**src/rtl/tdc_pkg.sv**
```systemverilog
// Shared types and defaults for the TDC measurement controller.
package tdc_pkg;

    typedef enum logic [2:0] {
        S_IDLE,
        S_ARM,
        S_SETTLE,
        S_CAPTURE,
        S_DONE
    } tdc_state_t;

    localparam int TDC_N_DELAY       = 32;
    localparam int TDC_LOG_AVG       = 3;
    localparam int TDC_ARM_CYCLES    = 4;
    localparam int TDC_SETTLE_CYCLES = 2;

    // Enough bits to hold a popcount of 0..n_delay inclusive.
    function automatic int tdc_count_width(input int n_delay);
        return $clog2(n_delay + 1);
    endfunction

endpackage

```
**src/rtl/tdc_therm_decode.sv**
```systemverilog
// Combinational thermometer-code decoder: transition count plus bubble detect.
module tdc_therm_decode
    import tdc_pkg::*;
#(
    parameter int N_DELAY = TDC_N_DELAY,
    parameter int CW      = tdc_count_width(N_DELAY)
) (
    input  logic [N_DELAY-1:0] code,
    output logic [CW-1:0]      count,
    output logic               bubble
);

    always_comb begin
        count = '0;
        for (int i = 0; i < N_DELAY; i++) begin
            count = count + CW'(code[i]);
        end
    end

    // A clean code is 2^k-1, so adding one clears every set bit.
    assign bubble = (code & (code + N_DELAY'(1))) != '0;

endmodule

```
**src/rtl/tdc_sequencer.sv**
```systemverilog
// Drives the delay-line start pulse, captures 2^LOG_AVG samples and reports avg/min/max/bubble.
module tdc_sequencer
    import tdc_pkg::*;
#(
    parameter int N_DELAY       = TDC_N_DELAY,
    parameter int CW            = tdc_count_width(N_DELAY),
    parameter int LOG_AVG       = TDC_LOG_AVG,
    parameter int ARM_CYCLES    = TDC_ARM_CYCLES,
    parameter int SETTLE_CYCLES = TDC_SETTLE_CYCLES
) (
    input  logic               clk,
    input  logic               rst,
    input  logic               req_valid,
    output logic               req_ready,
    output logic               tdc_start,
    input  logic [N_DELAY-1:0] tdc_count,
    output logic               res_valid,
    input  logic               res_ready,
    output logic [CW-1:0]      res_avg,
    output logic [CW-1:0]      res_min,
    output logic [CW-1:0]      res_max,
    output logic               res_bubble,
    output logic               busy
);

    localparam int AW        = CW + LOG_AVG;
    localparam int PHASE_MAX = (ARM_CYCLES > SETTLE_CYCLES) ? ARM_CYCLES : SETTLE_CYCLES;
    localparam int PW        = $clog2(PHASE_MAX + 1);
    localparam logic [PW-1:0] ARM_LAST    = PW'(ARM_CYCLES - 1);
    localparam logic [PW-1:0] SETTLE_LAST = PW'(SETTLE_CYCLES - 1);

    tdc_state_t         state;
    logic [PW-1:0]      phase;
    logic [LOG_AVG-1:0] sample_idx;
    logic [AW-1:0]      acc;
    logic [CW-1:0]      min_cnt;
    logic [CW-1:0]      max_cnt;
    logic               bubble_seen;

    logic [CW-1:0]      sample_count;
    logic               sample_bubble;
    logic [AW-1:0]      acc_next;
    logic [CW-1:0]      min_next;
    logic [CW-1:0]      max_next;
    logic               bubble_next;

    tdc_therm_decode #(
        .N_DELAY (N_DELAY),
        .CW      (CW)
    ) u_decode (
        .code   (tdc_count),
        .count  (sample_count),
        .bubble (sample_bubble)
    );

    // Running statistics including the sample being captured this cycle.
    always_comb begin
        acc_next    = acc + AW'(sample_count);
        min_next    = (sample_count < min_cnt) ? sample_count : min_cnt;
        max_next    = (sample_count > max_cnt) ? sample_count : max_cnt;
        bubble_next = bubble_seen | sample_bubble;
    end

    assign req_ready = (state == S_IDLE);
    assign busy      = (state != S_IDLE);

    always_ff @(posedge clk) begin
        if (rst) begin
            state       <= S_IDLE;
            phase       <= '0;
            sample_idx  <= '0;
            acc         <= '0;
            min_cnt     <= '1;
            max_cnt     <= '0;
            bubble_seen <= 1'b0;
            tdc_start   <= 1'b0;
            res_valid   <= 1'b0;
            res_avg     <= '0;
            res_min     <= '0;
            res_max     <= '0;
            res_bubble  <= 1'b0;
        end else begin
            case (state)
                S_IDLE: begin
                    if (req_valid) begin
                        state       <= S_ARM;
                        tdc_start   <= 1'b1;
                        phase       <= '0;
                        sample_idx  <= '0;
                        acc         <= '0;
                        min_cnt     <= '1;
                        max_cnt     <= '0;
                        bubble_seen <= 1'b0;
                    end
                end
                S_ARM: begin
                    if (phase == ARM_LAST) begin
                        state     <= S_SETTLE;
                        tdc_start <= 1'b0;
                        phase     <= '0;
                    end else begin
                        phase <= phase + 1'b1;
                    end
                end
                S_SETTLE: begin
                    if (phase == SETTLE_LAST) begin
                        state <= S_CAPTURE;
                        phase <= '0;
                    end else begin
                        phase <= phase + 1'b1;
                    end
                end
                S_CAPTURE: begin
                    acc         <= acc_next;
                    min_cnt     <= min_next;
                    max_cnt     <= max_next;
                    bubble_seen <= bubble_next;
                    // Results are latched once here so they stay frozen through backpressure.
                    if (sample_idx == {LOG_AVG{1'b1}}) begin
                        state      <= S_DONE;
                        res_valid  <= 1'b1;
                        res_avg    <= CW'(acc_next >> LOG_AVG);
                        res_min    <= min_next;
                        res_max    <= max_next;
                        res_bubble <= bubble_next;
                    end else begin
                        sample_idx <= sample_idx + 1'b1;
                        state      <= S_ARM;
                        tdc_start  <= 1'b1;
                    end
                end
                S_DONE: begin
                    if (res_ready) begin
                        state     <= S_IDLE;
                        res_valid <= 1'b0;
                    end
                end
                default: begin
                    state     <= S_IDLE;
                    tdc_start <= 1'b0;
                    res_valid <= 1'b0;
                end
            endcase
        end
    end

endmodule

```
**config.mk**
```make
export PLATFORM = sky130hd
export DESIGN_NAME = tdc_sequencer
export DESIGN_NICKNAME = d
export VERILOG_FILES = /design/src/rtl/tdc_pkg.sv /design/src/rtl/tdc_therm_decode.sv /design/src/rtl/tdc_sequencer.sv
export SDC_FILE = /design/constraint.sdc
export NUM_CORES = 1
export LEC_CHECK = 0
export ABC_AREA = 0
export ABC_CLOCK_PERIOD_IN_PS = 13500
export CAP_MARGIN = 5
export CORE_ASPECT_RATIO = 0.8
export CORE_MARGIN = 2
export CORE_UTILIZATION = 60
export CTS_CLUSTER_DIAMETER = 50
export CTS_CLUSTER_SIZE = 24
export DETAILED_ROUTE_END_ITERATION = 12
export PLACE_DENSITY = 0.95
export SLEW_MARGIN = 20
export SYNTH_ARGS = -nofsm -noshare
export SYNTH_HDL_FRONTEND = slang
export SYNTH_SLANG_ARGS = --single-unit
```
**constraint.sdc**
```tcl
create_clock -name clk -period 13.5 [get_ports clk]
set_input_delay 3.375 -clock clk [delete_from_list [all_inputs] [get_ports clk]]
set_output_delay 3.375 -clock clk [all_outputs]
set_load 0.1 [all_outputs]
```
==> results.cfg <==
[cts]
clock_tree.buffer_depth = 2
cts_root_buf = clkbuf_8
htree_levels = 2
cts_tree = done
clkSlewWorstSetupHoldPaths_ns = 0.10
cts_setup_buffers = 0
clk_latency_ns = 0.32
clock-sinks = 52
cts_resized = 0
ctsHoldBuffers = 0
cts_buffers = 5

[place]
portBuffers = 58
globalplace.congestion = 0.979
dp.cells = 616
pre_cts_ws_ns = 2.68
dpl.hpwl_mm = 7.85

[sta]
fin_ws_ns = 2.91
worstMarginPinSlew_ns = 0.977
grt_setup_unrepaired = no
slew_viol_final = 0
period_share_pct = 78.4
finalClockSkew_ns = 0.00512
setup_tns_ns = 0
relSlewSlack_pct = 34.7
hold_violations = 0
max_freq_ghz = 0.0945
setup_viol = 0
period_needed_ns = 10.59

[global_routing]
grt.total_usage_pct = 28.5
antenna_found_initial = 0
grt_max_degree = 62
grt_pass1_vias = 3777
grt_pass1_wl_mm = 17.1
grt-ovfl-total = 0

[synthesis]
synth_top_family_by_area = adder cells
async_flop_share_pct = 0
ys_warn_count = 0
ys_top_cells_by_count = inv_1 (81), dfxtp_1 (52), nor2_1 (42)
synth_largest_area_cell = dfxtp_1
synth_cells = 491
synth_cell_types = 58
ys_ff_latch = 52
synth_edf_count = 0
synth-simple-area-share_pct = 20.0
synth-xor-area-share_pct = 1.07
syn_nets = 584
ys.flop_type = dfxtp_1
ys_seq_area_share_pct = 25.4
synth.most_common_cell = inv_1
netlist.area_leader.share_pct = 25.4
synth_compound_area_share_pct = 18.7
synthAdderAreaFrac_pct = 22.0
syn_avg_cell_area_um2 = 8.34
synth_area_leaders = dfxtp_1 (25%), fa_1 (12%), ha_1 (9.8%), inv_1 (7.4%), nor2_1 (3.9%)
synthMuxAreaShare_pct = 2.69
syn_area_um2 = 4090

[worst_setup_path]
cp_max_fo = 9
path_class = input port to flop
cp.required_ns = 13.75
startpoint_type = input port
worstPathCellList = clkdlybuf4s50_1, inv_1, ha_1, fa_1, fa_1, inv_1, fa_1, fa_1, fa_1, inv_1, fa_1, inv_1, ha_1, nor2b_1, o21ai_0, a21boi_0, nor2_1, ha_1, o21a_1, o221a_1, o21ai_1, nor2b_1, a21boi_1, a22oi_1
crit_family = adder cells
worstPathArrival_ns = 10.83
path_buf_inv = 5
crit_path_max_incr_delay_ns = 0.64
timing.rr.start = state[1]
crit_path_start = tdc_count[0]
endpoint_kind = flop
crit_top_cell = fa_1
crit_slowest_cell = nor2b_1

[floorplanning]
core_area_um2 = 6510
rows = 26
initial_core_util_pct = 62.9
die_h_um = 77.9
die_x_um = 96.4
die_area_um2 = 7500
io_pins = 59

[detailed_routing]
drc = 0
wl_per_cell_um = 16.4
ant_nets = 0
first_pass_iters = 5
viasPerCell = 6.14
vias = 3830
wirelength_mm = 10.3
drt_iter0_drc = 241

[final_layout]
fin_cells = 624
fin_util_pct = 73.5
antennaDiodeCount = 0
drive_gt1_share_pct = 3.52
nNetsFinal = 632
area_delta_synth_final_pct = 16.8

[worst_hold_path]
hp-class = flop to flop
hold_path.startpoint = res_avg[1]

[status]
status = finished, final reports clean

[run]
drv_cap = 0
==> cell families after synthesis <==
kind of cell / Yosys count
adder cells (fa/ha/maj): 57
flip-flops: 52
multiplexers: 11
AND/OR/NAND/NOR: 154
AO/OA/AOI/OAI: 113
buffers and inverters: 99
XOR/XNOR: 5
==> tightest hold or removal path, stage by stage, from the launching register on <==
cell	delay [ns]
dfxtp_1	0.32
nand2_1	0.05
a21oi_1	0.06
==> final timing paths <==
check | to | slack [ns] | cells past startpoint
max reg2reg | res_avg[3] | 10.83 | 5
min | res_avg[1] | 0.47 | 2
max | min_cnt[4] | 2.91 | 24
min reg2reg | res_avg[1] | 0.47 | 2
==> stage by stage <==
stage / hold WS, ns / cell area, µm²
global placement: 0.443 / 4670
finish: 0.471 / 4780
global route: 0.501 / 4780
detailed placement: 0.466 / 4670
CTS: 0.479 / 4780
floorplan: 0.448 / 4090
==> layout by cell type, fill, tap and decap left out, types with 15 or more instances in the layout <==
cell and n:
dfxtp_1 52, a211oi_1 15, a21oi_1 26, inv_1 81
clkdlybuf4s50_1 57, o21ai_0 17, nand2_1 23, nor2_1 42
ha_1 32, fa_1 25
==> layer usage <==
| metal | wire (µm) | vias up | GRT usage [%] |
|---|---|---|---|
| met5 | 0 | - | 0 |
| met4 | 264 | 0 | 8.03 |
| met3 | 638 | 29 | 4.56 |
| met2 | 5070 | 160 | 49.4 |
| met1 | 4290 | 1836 | 36.4 |
| li1 | - | 1805 | - |
==> layout make-up <==
class	instances	area [µm²]
multi-input combinational	340	2640
sequential	52	1040
clock inverter	2	38.8
fill	470	1720
clock buffer	6	72.6
tap	84	105
inverter	81	304
timing repair buffer	59	583
==> registers in the layout, indices dropped and copies added (netlist names) <==
signal	cells
res_min	6
res_max	6
res_valid	1
phase	3
tdc_start	1
res_avg	6
bubble_seen	1
res_bubble	1
max_cnt	6
min_cnt	6
acc	9
sample_idx	3
state	3
Power is left out: the tool's default activity adds up to more than one toggle a clock period on the data nets, which glitch-free logic cannot reach.
